`src/rtl/alu_mc.sv`:
```
// alu_mc: multi-cycle ALU with valid/ready handshakes on both sides.
//   Holds one operation at a time. Single-cycle ops cover add, sub, logic and
//   shifts. Unsigned multiply is iterative, using shift-add over a 2*WIDTH
//   accumulator. Illegal selects complete as single-cycle ops with err set.
//
// Ports
//   clk, rst             clock, asynchronous active-high reset
//   in_valid / in_ready  operand handshake (in_ready is combinational)
//   a, b, sel            operands and operation select, latched at accept
//   out_valid/out_ready  result handshake
//   result, flag_z, flag_n, flag_c, flag_v, err   registered result and status
//
// state | meaning
// IDLE  | ready to accept an operation
// MUL   | iterating shift-add, one multiplier bit per cycle
// DONE  | result captured, then held until the consumer takes it
module alu_mc #(
    parameter int WIDTH = 16
) (
    input  logic             clk,
    input  logic             rst,
    input  logic             in_valid,
    output logic             in_ready,
    input  logic [WIDTH-1:0] a,
    input  logic [WIDTH-1:0] b,
    input  logic [3:0]       sel,
    output logic             out_valid,
    input  logic             out_ready,
    output logic [WIDTH-1:0] result,
    output logic             flag_z,
    output logic             flag_n,
    output logic             flag_c,
    output logic             flag_v,
    output logic             err
);
    localparam int SHW = $clog2(WIDTH);
    localparam int MSB = WIDTH - 1;

    typedef enum logic [1:0] {IDLE, MUL, DONE} state_t;

    state_t             state, state_nxt;
    logic [WIDTH-1:0]   a_q, b_q;
    logic [3:0]         sel_q;
    logic [2*WIDTH-1:0] acc, mcand;
    logic [WIDTH-1:0]   mplier;
    logic [SHW-1:0]     cnt;
    logic               accept;

    logic [WIDTH:0]     sum, diff;
    logic [SHW-1:0]     shamt;
    logic [WIDTH-1:0]   alu_res;
    logic               alu_c, alu_v, alu_err;

    assign in_ready = (state == IDLE) && !rst;
    assign accept   = in_valid && in_ready;

    always_ff @(posedge clk or posedge rst) begin
        if (rst) state <= IDLE;
        else     state <= state_nxt;
    end

    always_comb begin
        state_nxt = state;
        case (state)
            IDLE: if (accept) state_nxt = (sel == 4'b1000) ? MUL : DONE;
            MUL:  if (cnt == '0) state_nxt = DONE;
            DONE: if (out_valid && out_ready) state_nxt = IDLE;
            default: state_nxt = IDLE;
        endcase
    end

    assign sum   = {1'b0, a_q} + {1'b0, b_q};
    assign diff  = {1'b0, a_q} - {1'b0, b_q};
    assign shamt = b_q[SHW-1:0];

    // Evaluated from the latched operands; sampled in the first DONE cycle.
    always_comb begin
        alu_res = '0;
        alu_c   = 1'b0;
        alu_v   = 1'b0;
        alu_err = 1'b0;
        case (sel_q)
            4'b0000: begin
                alu_res = sum[MSB:0];
                alu_c   = sum[WIDTH];
                alu_v   = (a_q[MSB] == b_q[MSB]) && (sum[MSB] != a_q[MSB]);
            end
            4'b0001: begin
                alu_res = diff[MSB:0];
                alu_c   = diff[WIDTH];  // borrow out equals a < b unsigned
                alu_v   = (a_q[MSB] != b_q[MSB]) && (diff[MSB] != a_q[MSB]);
            end
            4'b0010: alu_res = a_q & b_q;
            4'b0011: alu_res = a_q | b_q;
            4'b0100: alu_res = a_q ^ b_q;
            4'b0101: alu_res = a_q << shamt;
            4'b0110: alu_res = a_q >> shamt;
            4'b0111: alu_res = $signed(a_q) >>> shamt;
            4'b1000: begin
                alu_res = acc[MSB:0];
                alu_v   = |acc[2*WIDTH-1:WIDTH];
            end
            default: alu_err = 1'b1;
        endcase
    end

    always_ff @(posedge clk or posedge rst) begin
        if (rst) begin
            a_q       <= '0;
            b_q       <= '0;
            sel_q     <= '0;
            acc       <= '0;
            mcand     <= '0;
            mplier    <= '0;
            cnt       <= '0;
            out_valid <= 1'b0;
            result    <= '0;
            flag_z    <= 1'b0;
            flag_n    <= 1'b0;
            flag_c    <= 1'b0;
            flag_v    <= 1'b0;
            err       <= 1'b0;
        end else begin
            case (state)
                IDLE: begin
                    if (accept) begin
                        a_q    <= a;
                        b_q    <= b;
                        sel_q  <= sel;
                        acc    <= '0;
                        mcand  <= {{WIDTH{1'b0}}, a};
                        mplier <= b;
                        cnt    <= SHW'(WIDTH - 1);
                    end
                end
                MUL: begin
                    // Last step happens on the same edge that leaves MUL.
                    if (mplier[0]) acc <= acc + mcand;
                    mcand  <= mcand << 1;
                    mplier <= mplier >> 1;
                    if (cnt != '0) cnt <= cnt - 1'b1;
                end
                DONE: begin
                    if (!out_valid) begin
                        result    <= alu_res;
                        flag_z    <= (alu_res == '0);
                        flag_n    <= alu_res[MSB];
                        flag_c    <= alu_c;
                        flag_v    <= alu_v;
                        err       <= alu_err;
                        out_valid <= 1'b1;
                    end else if (out_ready) begin
                        out_valid <= 1'b0;
                    end
                end
                default: ;
            endcase
        end
    end
endmodule

```
`config.mk`:
```
export PLATFORM = sky130hd
export DESIGN_NAME = alu_mc
export DESIGN_NICKNAME = d
export VERILOG_FILES = /design/src/rtl/alu_mc.sv
export SDC_FILE = /design/constraint.sdc
export NUM_CORES = 1
export LEC_CHECK = 0
export ABC_AREA = 1
export CORE_UTILIZATION = 43
export CTS_CLUSTER_DIAMETER = 120
export DETAILED_ROUTE_END_ITERATION = 10
export SYNTH_ARGS = -nofsm -noshare
export SYNTH_HDL_FRONTEND = slang
export SYNTH_SLANG_ARGS = --single-unit
```
`constraint.sdc`:
```
create_clock -name clk -period 12.6 [get_ports clk]
set_clock_uncertainty 0.05 [all_clocks]
set_input_delay 1.89 -clock clk [delete_from_list [all_inputs] [get_ports clk]]
set_output_delay 1.89 -clock clk [all_outputs]
set_load 0.03 [all_outputs]
```
==> qor.tcl, run 1 <==
set qor(worstHoldPathType) {reg -> reg}
set qor(layout.filler_cells) 2765
set qor(post_synth_and_or_nand_nor_area_fraction_pct) 37.0
set qor(asyncSetResetFlopFracSynth_pct) 100
set qor(timing.setup.tns_ns) 0
set qor(gr-max-usage-layer) {met2}
set qor(globalRouteOverflowTotal) 0
set qor(timing_hold_violations_final) 0
set qor(synth_commonest_cells) {647 x sky130_fd_sc_hd__nand2_1, 216 x sky130_fd_sc_hd__inv_1, 191 x sky130_fd_sc_hd__nand3_1}
set qor(drt.antenna.violating_nets) 0
set qor(detail_route.first_pass.iterations) 10
set qor(globalRouteMet3Util_pct) 4.36
set qor(vias_in_the_first_global_route) 11700
set qor(drive_above_1_share_pct) 3.87
set qor(numPortBuffers) 62
set qor(cts_resized) 0
set qor(antenna-diode-count) 0
set qor(cts.root.buffer_cell) {sky130_fd_sc_hd__clkbuf_16}
set qor(maxCapViolations) 0
set qor(routed_wire_length_per_instance_um) 18.7
set qor(dp_slack_ns) 7.43
set qor(arrival_ns) 3.22
set qor(synth-seq-area-share_pct) 30.8
set qor(detailedPlacementHpwl_mm) 32.3
set qor(p_leak_uw) 0.00675
set qor(criticalPathCategory) {in -> out}
set qor(drt_iter0_drc) 1212
set qor(routed-via-count) 12100
set qor(failed_checks) {DRC}
set qor(initial_utilization_pct) 44.2
set qor(global_route_wire_length_before_repair_mm) 65.5
set qor(cts_htree_levels) 4
set qor(drc) 2
set qor(synth_area_um2) 11600
set qor(grt_setup_unrepaired) {no}
set qor(die_h_um) 166
set qor(crit_path_end_kind) {output pin}
set qor(gp_routability_congestion) 1.03
set qor(yosys.cell_types.count) 46
set qor(ys.flop_type) {sky130_fd_sc_hd__dfrtp_1}
set qor(layout.core_utilization_pct) 49.5
set qor(synthMostInstantiatedCell) {sky130_fd_sc_hd__nand2_1}
set qor(number_of_antenna_violations_at_the_first_check_in_global_routing) 3
set qor(timing.final.ws_setup_ns) 7.44
set qor(synth_top_family_by_area) {simple AND/OR/NAND/NOR gates}
set qor(worst_setup_path_start_kind) {input port}
set qor(achievable-frequency_mhz) 194
set qor(worst_setup_hold_path_clk_slew_ns) 0.07
set qor(totalWireLength_mm) 41.0
set qor(area.growth.synth_to_final_pct) 12.0
set qor(irDropWorstVdd_mv) 0.0982
set qor(synth.avg_cell_area_um2) 6.39
set qor(worst_r2r_path_depth) 7
set qor(postCtsSetupBuffers) 0
set qor(area_of_the_core_region_um2) 26300
set qor(ctsHoldBuffers) 0
set qor(number_of_clock_sinks_seen_by_cts) 143
set qor(yosys.area_share.adder_pct) 9.24
set qor(synthesis.nets) 1943
set qor(synthDominantAreaCellType) {sky130_fd_sc_hd__dfrtp_1}
set qor(num_io_pins) 63
set qor(synth.yosys.warnings) 0
set qor(muxShareOfSynthArea_pct) 0
set qor(tritoncts.num_buffers) 17
set qor(clock_tree.buffer_depth) 2
set qor(clock_tree_from_tritoncts) {yes}
set qor(use_met2_pct) 49.9
set qor(timing.critical_path.required_ns) 10.66
set qor(clkLatencyLatePin_ns) 0.43
set qor(grt_max_degree) 75
set qor(yosys_register_bits) 143
set qor(slew-limit-headroom_pct) 29.3
set qor(floorplan.die_area_um2) 27700
set qor(placement_rows) 59
set qor(netlist_instances) 1819
set qor(worstHoldPathCells) 2
set qor(powerDensity_nw_per_um2) 261
set qor(global_route.usage.total_pct) 30.5
set qor(design.final.nets) 1972
set qor(synth-compound-area-share_pct) 12.6
set qor(run_status) {complete, but fails checks}
set qor(setup_viol) 0
set qor(path_max_fanout) 2
set qor(final_max_slew_viols) 0
set qor(synth_edf_count) 0
set qor(final_period_minus_worst_setup_slack_ns) 5.16
set qor(gr-usage-met1_pct) 40.8
set qor(yosysTopAreaCellShare_pct) 30.8
set qor(fin_crit_sh_pct) 41.0
set qor(max_slew.worst_pin.slew_ns) 1.05
set qor(die_width_um) 166
set qor(synth-xor-area-share_pct) 0.377
set qor(post_synth_main_area_contributors) {sky130_fd_sc_hd__dfrtp_1 31%, sky130_fd_sc_hd__nand2_1 21%, sky130_fd_sc_hd__ha_1 8.7%, sky130_fd_sc_hd__nand3_1 8.2%, sky130_fd_sc_hd__inv_1 7.0%}
set qor(avgViaCountPerCell) 5.50
state kept, by name (all words and copies together), names as in the netlist:
register / flops
flag_v: 1
out_valid: 1
cnt: 4
result: 16
mcand: 32
sel_q: 4
err: 1
a_q: 16
mplier: 16
flag_z: 1
b_q: 16
state: 2
flag_c: 1
acc: 32
critical path: stages:
cell and delay, ns:
sky130_fd_sc_hd__clkdlybuf4s50_1 0.48, sky130_fd_sc_hd__nor2_1 0.16, sky130_fd_sc_hd__clkdlybuf4s50_1 0.69
path summary, 6_finish.rpt:
check | from | end | slack [ns]
max | rst | in_ready | 7.44
min | result[8]$_DFFE_PP0P_ | result[8]$_DFFE_PP0P_ | 0.43
max reg2reg | state[0]$_DFFE_PP0P_ | acc[7]$_DFFE_PP0P_ | 9.05
min reg2reg | result[8]$_DFFE_PP0P_ | result[8]$_DFFE_PP0P_ | 0.43
max in group asynchronous | rst | b_q[0]$_DFFE_PP0P_ | 9.15
min in group asynchronous | rst | flag_z$_DFFE_PP0P_ | 1.91
where the power goes:
group	switching (uW)	internal (uW)	leakage, uW	total [uW]
Sequential	197	601	0.00185	799
Combinational	1450	618	0.00460	2070
Clock	238	285	0.000294	523
per-stage QoR:
stage	instances	total power [uW]	instance area (um2)	hold WS (ns)
after CTS	2196	3370	13000	0.441
final	2196	3390	13000	0.432
after floorplan	1819	2170	11600	0.402
after detailed placement	2164	2840	12400	0.420
after global placement	2164	2830	12400	0.414
after global routing	2196	3690	13000	0.458
area by class of cell:
class / count / area (um2) / share of cell area [%]
clock inverter: 15 / 181 / 1.39
clock buffer: 17 / 425 / 3.27
timing repair buffer: 69 / 673 / 5.17
multi-input combinational: 1391 / 6880 / 52.9
sequential: 143 / 3580 / 27.5
inverter: 226 / 856 / 6.58
tap: 335 / 419 / 3.22
per-layer routing:
layer,wire [um],vias up,part of all wire (%)
met5,12,-,0.029
met4,1350,2,3.3
met3,2510,70,6.1
met2,19000,366,46
met1,18100,5699,44
li1,-,5936,-
logic make-up (layout without fill, tap and decap cells):
kind of cell             after synthesis  after routing
XOR/XNOR                               5              5
flip-flops                           143            143
AO/OA/AOI/OAI                        265            265
adder cells (fa/ha/maj)               84             84
buffers and inverters                285            327
AND/OR/NAND/NOR                     1037           1037
placed cells by master (no fill, tap or decap), types with 7 or more instances in the layout:
cell type	Yosys	routed
sky130_fd_sc_hd__a21oi_1	76	76
sky130_fd_sc_hd__o21ai_0	117	117
sky130_fd_sc_hd__nand2_1	647	647
sky130_fd_sc_hd__o211ai_1	14	14
sky130_fd_sc_hd__o21ai_1	7	7
sky130_fd_sc_hd__buf_4	5	7
sky130_fd_sc_hd__nand2_2	9	9
sky130_fd_sc_hd__nand4_1	18	18
sky130_fd_sc_hd__clkbuf_16	0	17
sky130_fd_sc_hd__inv_1	216	215
sky130_fd_sc_hd__clkdlybuf4s50_1	0	62
sky130_fd_sc_hd__inv_2	7	8
sky130_fd_sc_hd__ha_1	81	81
sky130_fd_sc_hd__nor3_1	15	15
sky130_fd_sc_hd__inv_6	0	8
sky130_fd_sc_hd__nor2_1	133	132
sky130_fd_sc_hd__dfrtp_1	143	143
sky130_fd_sc_hd__nand3_1	191	191
sky130_fd_sc_hd__o22ai_1	25	25
(Power assumes the default switching activity.)
==> inputs of run 2 (changes only) <==
==> constraint.sdc (replaced) <==
create_clock -name clk -period 4.5 [get_ports clk]
set_clock_uncertainty 0.05 [all_clocks]
set_input_delay 0.675 -clock clk [delete_from_list [all_inputs] [get_ports clk]]
set_output_delay 0.675 -clock clk [all_outputs]
set_load 0.03 [all_outputs]
==> run 2 against run 1 <==
Hold slack improved by 0.0037 ns. Largest power group unchanged. Non-clock buffer count rose by 7. Die area did not move. The flow still finishes with violations (DRC). Global-route usage rose by 1.4 points. Highest routed layer is now met4. Setup slack got worse by 6.1 ns.
==> qor.tcl, run 2 (same netlist as run 1, synthesis figures left out) <==
set qor(run_status) {complete, but fails checks}
set qor(failed_checks) {DRC}
set qor(ctsHoldBuffers) 0 ;# unchanged
set qor(largestRegisters) {acc (32), mcand (32)}
set qor(worst_setup_hold_path_clk_slew_ns) 0.07 ;# about the same
set qor(layout.core_utilization_pct) 49.7 ;# +0.13 points
set qor(cts_resized) 0 ;# unchanged
set qor(clkLatencyLatePin_ns) 0.45 ;# +0.02 ns
set qor(crit_path_end_kind) {flop}
set qor(worst_setup_path_start_kind) {flop}
set qor(numPortBuffers) 62 ;# unchanged
set qor(worstHoldPathType) {reg -> reg}
set qor(global_route_wire_length_before_repair_mm) 67.0 ;# +2.4%
set qor(routed_wire_length_per_instance_um) 19.6 ;# +4.9%
set qor(drt_iter0_drc) 1142 ;# -5.8%
set qor(area.growth.synth_to_final_pct) 12.3
set qor(floorplan.die_area_um2) 27700 ;# unchanged
set qor(number_of_antenna_violations_at_the_first_check_in_global_routing) 0 ;# -3
set qor(grt_max_degree) 144 ;# +92%
set qor(drt.antenna.violating_nets) 0 ;# unchanged
set qor(vias_in_the_first_global_route) 11700 ;# -0.27%
set qor(initial_utilization_pct) 44.2 ;# unchanged
set qor(timing.critical_path.required_ns) 4.84 ;# -5.82 ns
set qor(cts.root.buffer_cell) {sky130_fd_sc_hd__clkbuf_16}
set qor(detailedPlacementHpwl_mm) 33.7 ;# +4.4%
set qor(irDropWorstVdd_mv) 0.377 ;# +280%
set qor(postCtsSetupBuffers) 0 ;# unchanged
set qor(antenna-diode-count) 0 ;# unchanged
set qor(drive_above_1_share_pct) 4.23 ;# +0.36 points
set qor(clock_tree_from_tritoncts) {yes}
set qor(timing.setup.tns_ns) 0 ;# unchanged
set qor(num_io_pins) 63 ;# unchanged
set qor(clock_tree.buffer_depth) 2 ;# unchanged
set qor(area_of_the_core_region_um2) 26300 ;# unchanged
set qor(achievable-frequency_mhz) 314
set qor(arrival_ns) 3.52 ;# +0.30 ns
set qor(most-common-layout-cells) {647 x sky130_fd_sc_hd__nand2_1, 215 x sky130_fd_sc_hd__inv_1, 191 x sky130_fd_sc_hd__nand3_1}
set qor(most_common_cell_after_layout_fill_and_taps_aside) {sky130_fd_sc_hd__nand2_1}
set qor(totalWireLength_mm) 43.2 ;# +5.3%
set qor(powerDensity_nw_per_um2) 732 ;# +180%
set qor(maxCapViolations) 0 ;# unchanged
set qor(setup_viol) 0 ;# unchanged
set qor(p_leak_uw) 0.00676 ;# +0.25%
set qor(die_width_um) 166 ;# unchanged
set qor(fin_crit_sh_pct) 70.8
set qor(criticalPathCategory) {reg -> reg}
set qor(timing_hold_violations_final) 0 ;# unchanged
set qor(placement_rows) 59 ;# unchanged
set qor(max_slew.worst_pin.slew_ns) 1.05 ;# +0.00208 ns
set qor(detail_route.first_pass.iterations) 8 ;# -2
set qor(drc) 1 ;# -1
set qor(gp_routability_congestion) 0.980 ;# -4.5%
set qor(routed-via-count) 12100 ;# +0.27%
set qor(globalRouteOverflowTotal) 0 ;# unchanged
set qor(cts_htree_levels) 4 ;# unchanged
set qor(die_h_um) 166 ;# unchanged
set qor(avgViaCountPerCell) 5.50 ;# about the same
set qor(path_max_fanout) 19 ;# +17
set qor(design.final.nets) 1979 ;# +0.35%
set qor(grt_setup_unrepaired) {no}
set qor(number_of_clock_sinks_seen_by_cts) 143 ;# unchanged
set qor(final_period_minus_worst_setup_slack_ns) 3.19
set qor(global_route.usage.total_pct) 31.9 ;# +1.4 points
set qor(tritoncts.num_buffers) 17 ;# unchanged
set qor(slew-limit-headroom_pct) 29.6 ;# +0.25 points
set qor(final_max_slew_viols) 0 ;# unchanged
run 2: cell types whose count changed in the layout (fill, tap and decap cells not counted):
cell / delta
sky130_fd_sc_hd__buf_12: +1
sky130_fd_sc_hd__clkinv_4: +3
sky130_fd_sc_hd__clkbuf_8: +2
sky130_fd_sc_hd__inv_6: -5
sky130_fd_sc_hd__clkinvlp_4: +3
sky130_fd_sc_hd__bufinv_16: -1
sky130_fd_sc_hd__buf_4: +6
sky130_fd_sc_hd__clkinv_8: -2
run 2: final timing paths:
path	depth (start not counted)	slack (ns)	startpoint	to
setup reg to reg	16	1.31	b_q[3]$_DFFE_PP0P_	flag_z$_DFFE_PP0P_
min in group asynchronous	3	0.76	rst	result[15]$_DFFE_PP0P_
setup / recovery	16	1.31	b_q[3]$_DFFE_PP0P_	flag_z$_DFFE_PP0P_
max in group asynchronous	3	3.05	rst	mcand[10]$_DFFE_PP0P_
hold / removal	2	0.44	result[3]$_DFFE_PP0P_	result[3]$_DFFE_PP0P_
hold reg to reg	2	0.44	result[3]$_DFFE_PP0P_	result[3]$_DFFE_PP0P_
run 2: final cells by class:
type / instances / area (um2)
clock buffers: 19 / 453
fillers: 2783 / 13200
repair buffers: 76 / 738
well taps: 335 / 419
flip-flops and latches: 143 / 3580
clock inverters: 13 / 125
inverters: 226 / 855
multi-input cells: 1391 / 6880
run 2: power breakdown:
group / switching (uW) / total (uW) / internal (uW) / leakage, uW
clock: 684 / 1440 / 758 / 0.000275
sequential: 495 / 2180 / 1680 / 0.00185
combinational: 4160 / 5930 / 1760 / 0.00464
run 2: worst max-delay path, stage by stage (launching register included):
cell	delay, ns
sky130_fd_sc_hd__dfrtp_1	0.82
sky130_fd_sc_hd__clkinv_1	0.20
sky130_fd_sc_hd__ha_1	0.57
sky130_fd_sc_hd__nand2_1	0.18
sky130_fd_sc_hd__nand2_1	0.10
sky130_fd_sc_hd__nand2_1	0.08
sky130_fd_sc_hd__nand3_1	0.13
sky130_fd_sc_hd__nand3_1	0.10
sky130_fd_sc_hd__nand2_1	0.08
sky130_fd_sc_hd__nand2_1	0.07
sky130_fd_sc_hd__nand3_1	0.09
sky130_fd_sc_hd__nand3_1	0.10
sky130_fd_sc_hd__nor2_1	0.18
sky130_fd_sc_hd__nand2_1	0.08
sky130_fd_sc_hd__nor2_1	0.13
sky130_fd_sc_hd__nand3_1	0.08
sky130_fd_sc_hd__nand2_1	0.08
run 2: through the flow:
step	setup slack, ns	total power, uW	cell area [um2]	hold slack [ns]	std cells
2_1_floorplan	1.98	6090	11600	0.402	1819
3_3_place_gp	1.41	8010	12500	0.414	2171
3_5_place_dp	1.37	7980	12500	0.419	2171
4_1_cts	1.35	9470	13100	0.438	2203
5_1_grt	1.05	10300	13100	0.452	2203
6_report	1.31	9550	13100	0.436	2203
run 2: layer usage:
| metal | track usage (%) | up-vias | routed length, um | part of all wire (%) |
|---|---|---|---|---|
| li1 | - | 5931 | - | - |
| met1 | 42.3 | 5668 | 19200 | 44 |
| met2 | 51.4 | 434 | 19500 | 45 |
| met3 | 4.50 | 73 | 2520 | 5.8 |
| met4 | 14.5 | 0 | 1920 | 4.4 |
| met5 | 0 | - | 0 | 0 |
